===== src/rtl/ge_pkg.sv =====
`default_nettype none
// ============================================================================
// Module   : ge_pkg
// Purpose  : Shared opcodes, FSM state encoding and width helper.
// Revision : 1.0
// ============================================================================
package ge_pkg;

    localparam logic [1:0] GE_OP_NONE = 2'b00;
    localparam logic [1:0] GE_OP_DBL  = 2'b01;
    localparam logic [1:0] GE_OP_ADD  = 2'b10;

    typedef enum logic [2:0] {
        ST_IDLE = 3'd0,
        ST_SCAN = 3'd1,
        ST_DBL  = 3'd2,
        ST_ADD  = 3'd3,
        ST_FIN  = 3'd4
    } ge_state_e;

    function automatic int selw(input int n);
        if (n <= 1) begin
            return 1;
        end
        return $clog2(n);
    endfunction

endpackage
`default_nettype wire


===== src/rtl/ge_bit_column.sv =====
`default_nettype none
// ============================================================================
// Module   : ge_bit_column
// Purpose  : Extracts bit idx of every scalar as one NUM_S-bit column.
// Revision : 1.0
// ============================================================================
module ge_bit_column
    import ge_pkg::*;
#(
    parameter int SCALAR_W = 256,
    parameter int NUM_S    = 2,
    localparam int IDX_W   = selw(SCALAR_W)
) (
    input  logic [NUM_S*SCALAR_W-1:0] scalars,
    input  logic [IDX_W-1:0]          idx,
    output logic [NUM_S-1:0]          column
);

    for (genvar g = 0; g < NUM_S; g++) begin : g_col
        logic [SCALAR_W-1:0] w_word;
        assign w_word    = scalars[g*SCALAR_W +: SCALAR_W];
        assign column[g] = w_word[idx];
    end

endmodule
`default_nettype wire


===== src/rtl/ge_scalar_sched.sv =====
`default_nettype none
// ============================================================================
// Module   : ge_scalar_sched
// Purpose  : Joint MSB-first scalar walk emitting DBL/ADD point-op commands.
//            Optional abort support: define GE_SCHED_ABORT_EN.
// Revision : 1.0
// ============================================================================
module ge_scalar_sched
    import ge_pkg::*;
#(
    parameter int SCALAR_W = 256,
    parameter int NUM_S    = 2,
    localparam int SEL_W   = selw(NUM_S)
) (
    input  logic                      clk,
    input  logic                      rst,
    input  logic                      start,
    input  logic [NUM_S*SCALAR_W-1:0] scalars,
`ifdef GE_SCHED_ABORT_EN
    input  logic                      abort,
`endif
    output logic                      op_valid,
    input  logic                      op_ready,
    output logic [1:0]                op_code,
    output logic [SEL_W-1:0]          op_sel,
    output logic                      busy,
    output logic                      done,
`ifdef GE_SCHED_ABORT_EN
    output logic                      aborted,
`endif
    output logic                      zero_result
);

    localparam int IDX_W = selw(SCALAR_W);
    localparam logic [IDX_W-1:0] c_idx_top  = IDX_W'(SCALAR_W - 1);
    localparam logic [SEL_W-1:0] c_sel_last = SEL_W'(NUM_S - 1);

    ge_state_e                 state_q, state_d;
    logic [NUM_S*SCALAR_W-1:0] scal_q, scal_d;
    logic [IDX_W-1:0]          idx_q, idx_d;
    logic [SEL_W-1:0]          sptr_q, sptr_d;
    logic                      zero_q, zero_d;
`ifdef GE_SCHED_ABORT_EN
    logic                      abrt_q, abrt_d;
`endif

    logic [NUM_S-1:0] w_column;
    logic             w_bit;
    logic             w_cmd;
    logic             w_abort;
    logic             w_fire;

    ge_bit_column #(
        .SCALAR_W (SCALAR_W),
        .NUM_S    (NUM_S)
    ) u_col (
        .scalars (scal_q),
        .idx     (idx_q),
        .column  (w_column)
    );

    assign w_bit = w_column[sptr_q];
    // A command is pending in DBL always, and in ADD only when the selected bit is set.
    assign w_cmd = (state_q == ST_DBL) || ((state_q == ST_ADD) && w_bit);
`ifdef GE_SCHED_ABORT_EN
    assign w_abort = abort && (state_q != ST_IDLE) && (state_q != ST_FIN);
`else
    assign w_abort = 1'b0;
`endif
    assign w_fire = w_cmd && !w_abort && op_ready;

    always_ff @(posedge clk or posedge rst) begin
        if (rst) begin
            state_q <= ST_IDLE;
            scal_q  <= '0;
            idx_q   <= '0;
            sptr_q  <= '0;
            zero_q  <= 1'b0;
`ifdef GE_SCHED_ABORT_EN
            abrt_q  <= 1'b0;
`endif
        end else begin
            state_q <= state_d;
            scal_q  <= scal_d;
            idx_q   <= idx_d;
            sptr_q  <= sptr_d;
            zero_q  <= zero_d;
`ifdef GE_SCHED_ABORT_EN
            abrt_q  <= abrt_d;
`endif
        end
    end

    always_comb begin
        state_d = state_q;
        scal_d  = scal_q;
        idx_d   = idx_q;
        sptr_d  = sptr_q;
        zero_d  = zero_q;
`ifdef GE_SCHED_ABORT_EN
        abrt_d  = abrt_q;
`endif
        case (state_q)
            ST_IDLE: begin
                if (start) begin
                    scal_d  = scalars;
                    idx_d   = c_idx_top;
                    sptr_d  = '0;
                    zero_d  = 1'b0;
`ifdef GE_SCHED_ABORT_EN
                    abrt_d  = 1'b0;
`endif
                    state_d = ST_SCAN;
                end
            end
            // Leading zero columns are skipped; the first nonzero column goes straight to ADD.
            ST_SCAN: begin
                if (|w_column) begin
                    sptr_d  = '0;
                    state_d = ST_ADD;
                end else if (idx_q == '0) begin
                    zero_d  = 1'b1;
                    state_d = ST_FIN;
                end else begin
                    idx_d = idx_q - IDX_W'(1);
                end
            end
            ST_DBL: begin
                if (w_fire) begin
                    sptr_d  = '0;
                    state_d = ST_ADD;
                end
            end
            ST_ADD: begin
                if (w_fire || !w_bit) begin
                    if (sptr_q == c_sel_last) begin
                        if (idx_q == '0) begin
                            state_d = ST_FIN;
                        end else begin
                            idx_d   = idx_q - IDX_W'(1);
                            state_d = ST_DBL;
                        end
                    end else begin
                        sptr_d = sptr_q + SEL_W'(1);
                    end
                end
            end
            ST_FIN: begin
                state_d = ST_IDLE;
            end
            default: begin
                state_d = ST_IDLE;
            end
        endcase
`ifdef GE_SCHED_ABORT_EN
        if (w_abort) begin
            abrt_d  = 1'b1;
            state_d = ST_FIN;
        end
`endif
    end

    always_comb begin
        op_valid    = w_cmd && !w_abort;
        op_code     = GE_OP_NONE;
        op_sel      = '0;
        if (op_valid) begin
            if (state_q == ST_DBL) begin
                op_code = GE_OP_DBL;
            end else begin
                op_code = GE_OP_ADD;
                op_sel  = sptr_q;
            end
        end
        busy        = (state_q == ST_SCAN) || (state_q == ST_DBL) || (state_q == ST_ADD);
        done        = (state_q == ST_FIN);
        zero_result = zero_q;
`ifdef GE_SCHED_ABORT_EN
        aborted     = abrt_q;
`endif
    end

endmodule
`default_nettype wire

===== config.mk =====
export PLATFORM = sky130hd
export DESIGN_NAME = ge_scalar_sched
export DESIGN_NICKNAME = d
export VERILOG_FILES = /design/src/rtl/ge_pkg.sv /design/src/rtl/ge_bit_column.sv /design/src/rtl/ge_scalar_sched.sv
export SDC_FILE = /design/constraint.sdc
export NUM_CORES = 1
export LEC_CHECK = 0
export BUFFER_PORTS_ARGS = -buffer_cell sky130_fd_sc_hd__clkbuf_2
export CORE_UTILIZATION = 61
export CTS_BUF_LIST = sky130_fd_sc_hd__clkbuf_4 sky130_fd_sc_hd__clkbuf_8
export CTS_CLUSTER_DIAMETER = 30
export DETAILED_ROUTE_END_ITERATION = 10
export PLACE_DENSITY = 0.88
export SETUP_SLACK_MARGIN = 0.15
export SYNTH_ARGS = -nofsm -noshare
export SYNTH_HDL_FRONTEND = slang
export SYNTH_SLANG_ARGS = --single-unit

===== constraint.sdc =====
create_clock -name clk -period 41.5 [get_ports clk]
set_input_delay 4.15 -clock clk [delete_from_list [all_inputs] [get_ports clk]]
set_output_delay 4.15 -clock clk [all_outputs]
set_load 0.005 [all_outputs]

==> results of run 1 <==
## synth_stat cells (3+ instances only)
cell	instances	area share [%]
and2_1	5	0.13
nor4_1	4	0.10
buf_1	4	0.062
nor2_1	18	0.28
a21oi_1	20	0.41
nand2_1	1560	24
clkbuf_1	130	2.0
o221ai_1	7	0.25
mux2_2	13	0.60
nor2b_1	12	0.31
nor3_1	5	0.10
mux4_2	105	9.8
nand3_1	5	0.10
o22ai_1	5	0.13
a22oi_1	12	0.37
a22o_1	3	0.11
nand3b_1	3	0.093
clkinv_1	3	0.046
mux2i_1	71	2.9
and3_1	4	0.10
inv_1	5	0.077
o211ai_1	9	0.28
or3_1	4	0.10
a221oi_1	7	0.25
buf_6	5	0.23
a31oi_1	7	0.18
dfrtp_1	525	54
o21ai_0	14	0.29
buf_4	11	0.34
or3b_2	4	0.14
buf_2	13	0.27
a211oi_1	4	0.12
## final cells by class
| class | count | share of cell area, % |
|---|---|---|
| sequential | 525 | 44.6 |
| multi-input combinational | 1932 | 35.1 |
| timing repair buffer | 539 | 9.42 |
| clock buffer | 148 | 6.44 |
| tap | 518 | 2.20 |
| clock inverter | 49 | 2.11 |
| inverter | 9 | 0.140 |
## kinds of logic after synthesis
logic type | Yosys count | share of synthesized area, %
buffers and inverters | 174 | 3.22
adders and majority gates | 2 | 0.103
muxes | 189 | 13.3
and+or+nand+nor | 1631 | 25.9
AOI/OAI and AO/OA | 110 | 3.35
DFF | 525 | 54.2
## tightest hold or removal path, cell delays in order, from the launching register on
cell	delay, ns
dfrtp_1	0.34
nand2_1	0.05
nand2_1	0.05
## through the flow
stage | util [%] | std cells | cell area, um^2 | hold slack, ns
2_1_floorplan | - | 2631 | 24300 | 0.440
3_3_place_gp | 69.3 | 3523 | 27000 | 0.452
3_5_place_dp | 69.3 | 3523 | 27000 | 0.457
4_1_cts | 75.7 | 3720 | 29500 | 0.471
5_1_grt | 75.7 | 3720 | 29500 | 0.488
6_report | 75.7 | 3720 | 29500 | 0.471
## power by group through the flow
stage	Combinational, W	Sequential [W]	Clock [W]
final	0.000391	0.000608	0.000618
after global routing	0.000416	0.000613	0.000647
after CTS	0.000386	0.000606	0.000620
after detailed placement	0.000383	0.000614	0
after global placement	0.000372	0.000612	0
after floorplan	0.000311	0.000563	0
## layer usage
layer	GRT usage, %	up-vias
met3	8.79	269
met1	49.5	10500
met4	24.5	0
met2	59.8	1316
met5	0	-
li1	-	9484
## layout by cell type (no fill, tap or decap), drive strengths merged, types with 3 or more instances in the layout
| master | n |
|---|---|
| nand3 | 5 |
| clkbuf | 670 |
| inv | 9 |
| nand2 | 1560 |
| and2 | 5 |
| o21ai | 15 |
| nand3b | 3 |
| a22oi | 12 |
| nor3 | 6 |
| or3b | 5 |
| mux4 | 105 |
| o221ai | 7 |
| bufinv | 13 |
| clkinv | 26 |
| o211ai | 10 |
| a221oi | 7 |
| a211oi | 4 |
| clkinvlp | 10 |
| nor2b | 12 |
| a21oi | 20 |
| o22ai | 5 |
| mux2 | 13 |
| nor2 | 18 |
| a22o | 3 |
| mux2i | 71 |
| nor4 | 4 |
| or3 | 4 |
| and3 | 4 |
| a31oi | 7 |
| dfrtp | 525 |
| buf | 17 |
| o31ai | 3 |
## sequential cells by signal, indices dropped and copies added (netlist names)
register     count
idx_q            8
sptr_q           1
state_q          3
zero_result      1
scal_q         512
## worst paths after layout
check	startpoint	endpoint	slack, ns
worst min-delay path	scal_q[218]	scal_q[218]	0.47
min in group asynchronous	rst	scal_q[112]	3.56
worst max-delay path	idx_q[0]	op_valid	31.77
worst min register to register	scal_q[218]	scal_q[218]	0.47
worst max register to register	idx_q[0]	idx_q[2]	36.32
max in group asynchronous	rst	scal_q[364]	35.48
==> summary.json, run 1 <==
{
  "yosys_most_used_dff": "dfrtp_1",
  "dieWidth_um": 201,
  "finalCritPeriodShare_pct": 23.4,
  "timing.critical_path.required_ns": 37.35,
  "clock_tree.buffer_depth": 3,
  "postSynthCellCount": 2631,
  "detail_route.drc_violations": 0,
  "layout-drive-gt1-share_pct": 27.2,
  "vdd_ir_drop_max_mv": 0.0342,
  "area.sequential_um2": 13100,
  "cts.reportedPaths.clkPinSlew_ns": 0.06,
  "totalNegativeSetupSlack_ns": 0,
  "path_delay_family": "buffers and inverters",
  "power_density_nw_per_um2": 54.9,
  "topRoutingLayerUsed": "met4",
  "initial_antenna_violation_count": 0,
  "power_frac_comb_pct": 24.2,
  "floorplan.die.height_um": 201,
  "detailroute.wirelength.met2_um": 35700,
  "post-dp-hpwl_um": 52900,
  "timing_hold_violations_final": 0,
  "critical_path_depth": 10,
  "switchingPower_w": 0.000513,
  "postCtsSetupRepairBufs": 0,
  "postSynthRegisterBits": 525,
  "slew_headroom_pct": 10.2,
  "synthesized_area_per_cell_um2": 9.22,
  "h-tree-depth": 3,
  "cts_root_cell": "clkbuf_8",
  "boundaryPins": 523,
  "postCtsHoldBufs": 0,
  "worst-path-max-fanout": 56,
  "slew_limit_fails": 0,
  "post-route-min-period_ns": 9.73,
  "setup_viol_count_final": 0,
  "synth-edff-count": 0,
  "grt_remaining_overflow": 0,
  "drt_pass1_iterations": 6,
  "power_leakage_nw": 16.2,
  "multiInputGateArea_um2": 10300,
  "grt_pass1_vias": 22200,
  "design.final.nets": 3632,
  "netlist-cell-type-count": 59,
  "tritoncts_clock_tree": "done",
  "worst-setup-path-type": "register to output pin",
  "power_w": 0.00162,
  "worst_clock_skew_ns": 0.0184,
  "clock-sinks": 525,
  "pwr-share-clk_pct": 38.2,
  "start_util_pct": 62.3,
  "grt_first_pass_wirelength_um": 119000,
  "core_um2": 38900,
  "average_routed_wire_per_standard_cell_um": 20.5,
  "dieArea_um2": 40600,
  "timing.critical_path.slowest_stage_cell": "dfrtp_4",
  "slew_at_the_pin_closest_to_its_max_slew_limit_ns": 1.35,
  "synthesis.area_um2": 24300,
  "timing.fmax_mhz": 103,
  "detailroute.wirelength.met3_um": 7460,
  "clock_insertion_delay_worst_skew_ns": 0.69,
  "sequential_cell_fraction_of_total_power_pct": 37.6,
  "post_drt_via_cell_ratio": 5.81,
  "crit_buf_inv": 3,
  "timing.critical_path.to_type": "output pin",
  "yosys_warnings": 0,
  "num_vias": 21600,
  "ys_seq_area_share_pct": 54.2,
  "postSynth.asyncResetShare_pct": 100,
  "grt_start_max_net_pins": 315,
  "tritoncts.num_buffers": 107,
  "rsz0062_at_grt": "false",
  "fillers": 2621,
  "power.internal_w": 0.00110,
  "post-place-ws_ns": 32.53,
  "start_kind": "register",
  "flow.area_growth_from_synthesis_pct": 21.5,
  "pnr_worst_setup_slack_ns": 31.77,
  "holdCritPathClass": "register to register",
  "track_usage_pct": 38.6,
  "postRouteAntennaNets": 0,
  "status": "complete, no violations",
  "post_cts_resized": 0,
  "worstRegToRegCells": 11,
  "wl_met1_um": 28200,
  "series_of_cell_instances_along_the_critical_path": "buf_4 > inv_2 > mux2i_1 > a221oi_1 > a211oi_1 > o31ai_2 > o21ai_0 > nor2_1 > or2_2 > clkbuf_2",
  "slowest_cell_delay_on_critical_path_ns": 0.98,
  "port_buffers": 522,
  "routed_wirelength_um": 76200,
  "gp_routability_congestion": 0.927,
  "switching_share_pct": 31.7,
  "rows": 72,
  "dr.first_iter.drc_count": 2078,
  "postSynthNetCount": 3149,
  "maxCapViolations": 0,
  "timing.critical_path.arrival_ns": 5.58,
  "insertedDiodeCount": 0,
  "hold_path_depth": 2
}
Note: power is estimated with default switching activity, not from simulation.
==> run 2: changes to the inputs <==
- CORE_UTILIZATION: 61 -> 57
- PLACE_DENSITY: 0.88 -> 0.83
- clock period: 41.5 -> 9.7 ns (I/O delays scaled with it)
==> run 2 against run 1 <==
Net effect:
- utilization decreased by 5.2 points
- hold slack worse by 0.00099 ns
- total power grew to 4.3 times the previous value
- via count down 1.7%
- die area is 6.9% higher
- routed wire length is 2.6% lower
- critical path depth rose by 1
- clock power grew to 4.4 times the previous value
- final cell count grew 0.75%
- count of clock-buffer cells in the layout fell by 9
- largest cell class unchanged
==> summary.json, run 2 (same netlist as run 1, synthesis figures left out) <==
{
  "routed_wirelength": {"value": 74200, "unit": "um", "change": "was 76200 um"},
  "dieArea": {"value": 43400, "unit": "um^2", "change": "was 40600 um^2"},
  "timing.critical_path.required": {"value": 8.73, "unit": "ns", "change": "was 37.35 ns"},
  "topRoutingLayerUsed": {"value": "met5", "change": "was met4"},
  "switching_share": {"value": 32.0, "unit": "%", "change": "was 31.7%"},
  "detail_route.drc_violations": {"value": 0, "change": "unchanged"},
  "grt_first_pass_wirelength": {"value": 116000, "unit": "um", "change": "was 119000 um"},
  "worst-path-max-fanout": {"value": 50, "change": "was 56"},
  "setup_viol_count_final": {"value": 0, "change": "unchanged"},
  "floorplan.die.height": {"value": 208, "unit": "um", "change": "was 201 um"},
  "postCtsHoldBufs": {"value": 0, "change": "unchanged"},
  "sequential_cell_fraction_of_total_power": {"value": 37.0, "unit": "%", "change": "was 37.6%"},
  "detailroute.wirelength.met2": {"value": 34400, "unit": "um", "change": "was 35700 um"},
  "power.internal": {"value": 0.00474, "unit": "W", "change": "was 0.00110 W"},
  "design.final.nets": {"value": 3634, "change": "was 3632"},
  "start_kind": {"value": "register", "change": "unchanged"},
  "drt_pass1_iterations": {"value": 5, "change": "was 6"},
  "power_leakage": {"value": 16.2, "unit": "nW", "change": "about the same"},
  "pwr-share-clk": {"value": 38.8, "unit": "%", "change": "was 38.2%"},
  "finalCritPeriodShare_pct": 68.1,
  "largest_register": {"value": "scal_q", "change": "unchanged"},
  "track_usage": {"value": 34.9, "unit": "%", "change": "was 38.6%"},
  "worstHoldStart": {"value": "scal_q[26]", "change": "was scal_q[218]"},
  "instances_no_fill": {"value": 3748, "change": "was 3720"},
  "timing_hold_violations_final": {"value": 0, "change": "unchanged"},
  "timing.fmax_mhz": 151,
  "tritoncts_clock_tree": {"value": "done", "change": "unchanged"},
  "post_drt_via_cell_ratio": {"value": 5.66, "change": "was 5.81"},
  "largest_register_ff_count": {"value": 512, "change": "unchanged"},
  "slew_at_the_pin_closest_to_its_max_slew_limit": {"value": 1.31, "unit": "ns", "change": "was 1.35 ns"},
  "rsz0062_at_grt": {"value": "false", "change": "unchanged"},
  "hold_path_depth": {"value": 2, "change": "unchanged"},
  "clock-sinks": {"value": 525, "change": "unchanged"},
  "grt_start_max_net_pins": {"value": 275, "change": "was 315"},
  "slew_limit_fails": {"value": 0, "change": "unchanged"},
  "clock_insertion_delay_worst_skew": {"value": 0.69, "unit": "ns", "change": "about the same"},
  "timing.critical_path.arrival": {"value": 5.64, "unit": "ns", "change": "was 5.58 ns"},
  "min_delay_worst_endpoint": {"value": "scal_q[26]", "change": "was scal_q[218]"},
  "detailroute.wirelength.met3": {"value": 6450, "unit": "um", "change": "was 7460 um"},
  "post_cts_resized": {"value": 0, "change": "unchanged"},
  "clock_tree.buffer_depth": {"value": 3, "change": "unchanged"},
  "gp_routability_congestion": {"value": 0.937, "change": "was 0.927"},
  "dr.first_iter.drc_count": {"value": 2278, "change": "was 2078"},
  "worstRegToRegCells": {"value": 11, "change": "unchanged"},
  "post-dp-hpwl": {"value": 51300, "unit": "um", "change": "was 52900 um"},
  "core": {"value": 41900, "unit": "um^2", "change": "was 38900 um^2"},
  "wl_met1": {"value": 29300, "unit": "um", "change": "was 28200 um"},
  "r2r-end": {"value": "idx_q[2]", "change": "unchanged"},
  "ff2ff_setup_slack": {"value": 4.36, "unit": "ns", "change": "was 36.32 ns"},
  "worst-setup-path-type": {"value": "register to output pin", "change": "unchanged"},
  "h-tree-depth": {"value": 3, "change": "unchanged"},
  "num_vias": {"value": 21200, "change": "was 21600"},
  "vdd_ir_drop_max": {"value": 0.133, "unit": "mV", "change": "was 0.0342 mV"},
  "reg_top3": {"value": "scal_q (512), idx_q (8), state_q (3)", "change": "unchanged"},
  "postRouteAntennaNets": {"value": 0, "change": "unchanged"},
  "grt_remaining_overflow": {"value": 0, "change": "unchanged"},
  "power_frac_comb": {"value": 24.2, "unit": "%", "change": "about the same"},
  "mostFrequentLayoutCell": {"value": "nand2_1", "change": "unchanged"},
  "placed_cells": {"value": 3544, "change": "was 3523"},
  "flow.area_growth_from_synthesis": {"value": 22.0, "unit": "%", "change": "was 21.5%"},
  "tritoncts.num_buffers": {"value": 109, "change": "was 107"},
  "post-route-min-period_ns": 6.61,
  "holdCritPathClass": {"value": "register to register", "change": "unchanged"},
  "timing.critical_path.to_type": {"value": "output pin", "change": "unchanged"},
  "insertedDiodeCount": {"value": 0, "change": "unchanged"},
  "cts.reportedPaths.clkPinSlew": {"value": 0.05, "unit": "ns", "change": "was 0.06 ns"},
  "switchingPower": {"value": 0.00223, "unit": "W", "change": "was 0.000513 W"},
  "average_routed_wire_per_standard_cell": {"value": 19.8, "unit": "um", "change": "was 20.5 um"},
  "status": {"value": "complete, no violations", "change": "unchanged"},
  "worst_clock_skew": {"value": 0.0313, "unit": "ns", "change": "was 0.0184 ns"},
  "postCtsSetupRepairBufs": {"value": 0, "change": "unchanged"},
  "rows": {"value": 75, "change": "was 72"},
  "reg2reg_from": {"value": "idx_q[2]", "change": "was idx_q[0]"},
  "dieWidth": {"value": 208, "unit": "um", "change": "was 201 um"},
  "port_buffers": {"value": 522, "change": "unchanged"},
  "boundaryPins": {"value": 523, "change": "unchanged"},
  "start_util": {"value": 57.8, "unit": "%", "change": "was 62.3%"},
  "totalNegativeSetupSlack": {"value": 0, "unit": "ns", "change": "unchanged"},
  "layout.cells.most_common_list": {"value": "1560 x nand2_1, 522 x dfrtp_1, 522 x clkbuf_2", "change": "unchanged"},
  "grt_pass1_vias": {"value": 21900, "change": "was 22200"},
  "slew_headroom": {"value": 12.4, "unit": "%", "change": "was 10.2%"},
  "power_density": {"value": 236, "unit": "nW/um^2", "change": "was 54.9 nW/um^2"},
  "layout-drive-gt1-share": {"value": 27.4, "unit": "%", "change": "was 27.2%"},
  "maxCapViolations": {"value": 0, "change": "unchanged"},
  "initial_antenna_violation_count": {"value": 1, "change": "was 0"},
  "cts_root_cell": {"value": "clkbuf_8", "change": "unchanged"}
}
run 2: cell count changes in the layout (fill, tap and decap cells not counted), moves of 2 or more:
cell / before / now
clkinvlp_4: 10 / 15
clkinv_2: 19 / 26
clkinv_4: 4 / 6
clkbuf_8: 126 / 122
bufinv_16: 13 / 15
clkbuf_4: 22 / 17
run 2: layout make-up:
class	count	area, um^2
Fill cell	3043	12400
Multi-Input combinational cell	1932	10300
Inverter	9	37.5
Tap cell	539	674
Timing Repair Buffer	539	2790
Clock buffer	139	1810
Clock inverter	65	781
Sequential cell	525	13100
run 2: how the worst max path moves through the flow:
stage | start | end | cells after the start
6_report | idx_q[2] | op_valid | 11
5_1_grt | idx_q[2] | op_valid | 11
4_1_cts | idx_q[2] | op_valid | 11
3_5_place_dp | idx_q[2] | op_valid | 11
3_3_place_gp | idx_q[2] | op_valid | 11
2_1_floorplan | rst | idx_q[0] | 1
run 2: power groups by stage:
| stage | sequential, W | combinational, W | clock (W) |
|---|---|---|---|
| after CTS | 0.00258 | 0.00168 | 0.00273 |
| after global routing | 0.00260 | 0.00180 | 0.00284 |
| after global placement | 0.00261 | 0.00164 | 0 |
| after floorplan | 0.00241 | 0.00133 | 0 |
| after detailed placement | 0.00262 | 0.00167 | 0 |
| final | 0.00258 | 0.00169 | 0.00270 |
run 2: worst max-delay path, cell delays in order, from the launching register on:
cell and delay (ns):
dfrtp_4 0.85, buf_4 0.73, clkinv_1 1.00, mux2_2 0.62, a21oi_1 0.15, a221oi_1 0.13
o31ai_1 0.45, o211ai_1 0.19, o21ai_0 0.17, nor2_1 0.18, or2_2 0.31, clkbuf_2 0.11
run 2: stage by stage:
step                cell area [um^2]  total power (W)  setup WS (ns)  utilization (%)  hold WS [ns]
finish                         29600          0.00697           3.09             70.5         0.470
floorplan                      24300          0.00374           1.60                -         0.440
global placement               27000          0.00425           3.91             64.3         0.451
CTS                            29600          0.00699           3.11             70.5         0.429
global route                   29600          0.00724           2.92             70.5         0.450
detailed placement             27000          0.00428           3.91             64.3         0.457
run 2: per-layer routing:
layer | vias up | track usage [%]
met5 | - | 0
met4 | 2 | 20.6
met3 | 238 | 7.25
met2 | 1211 | 53.6
met1 | 10300 | 46.5
li1 | 9479 | -
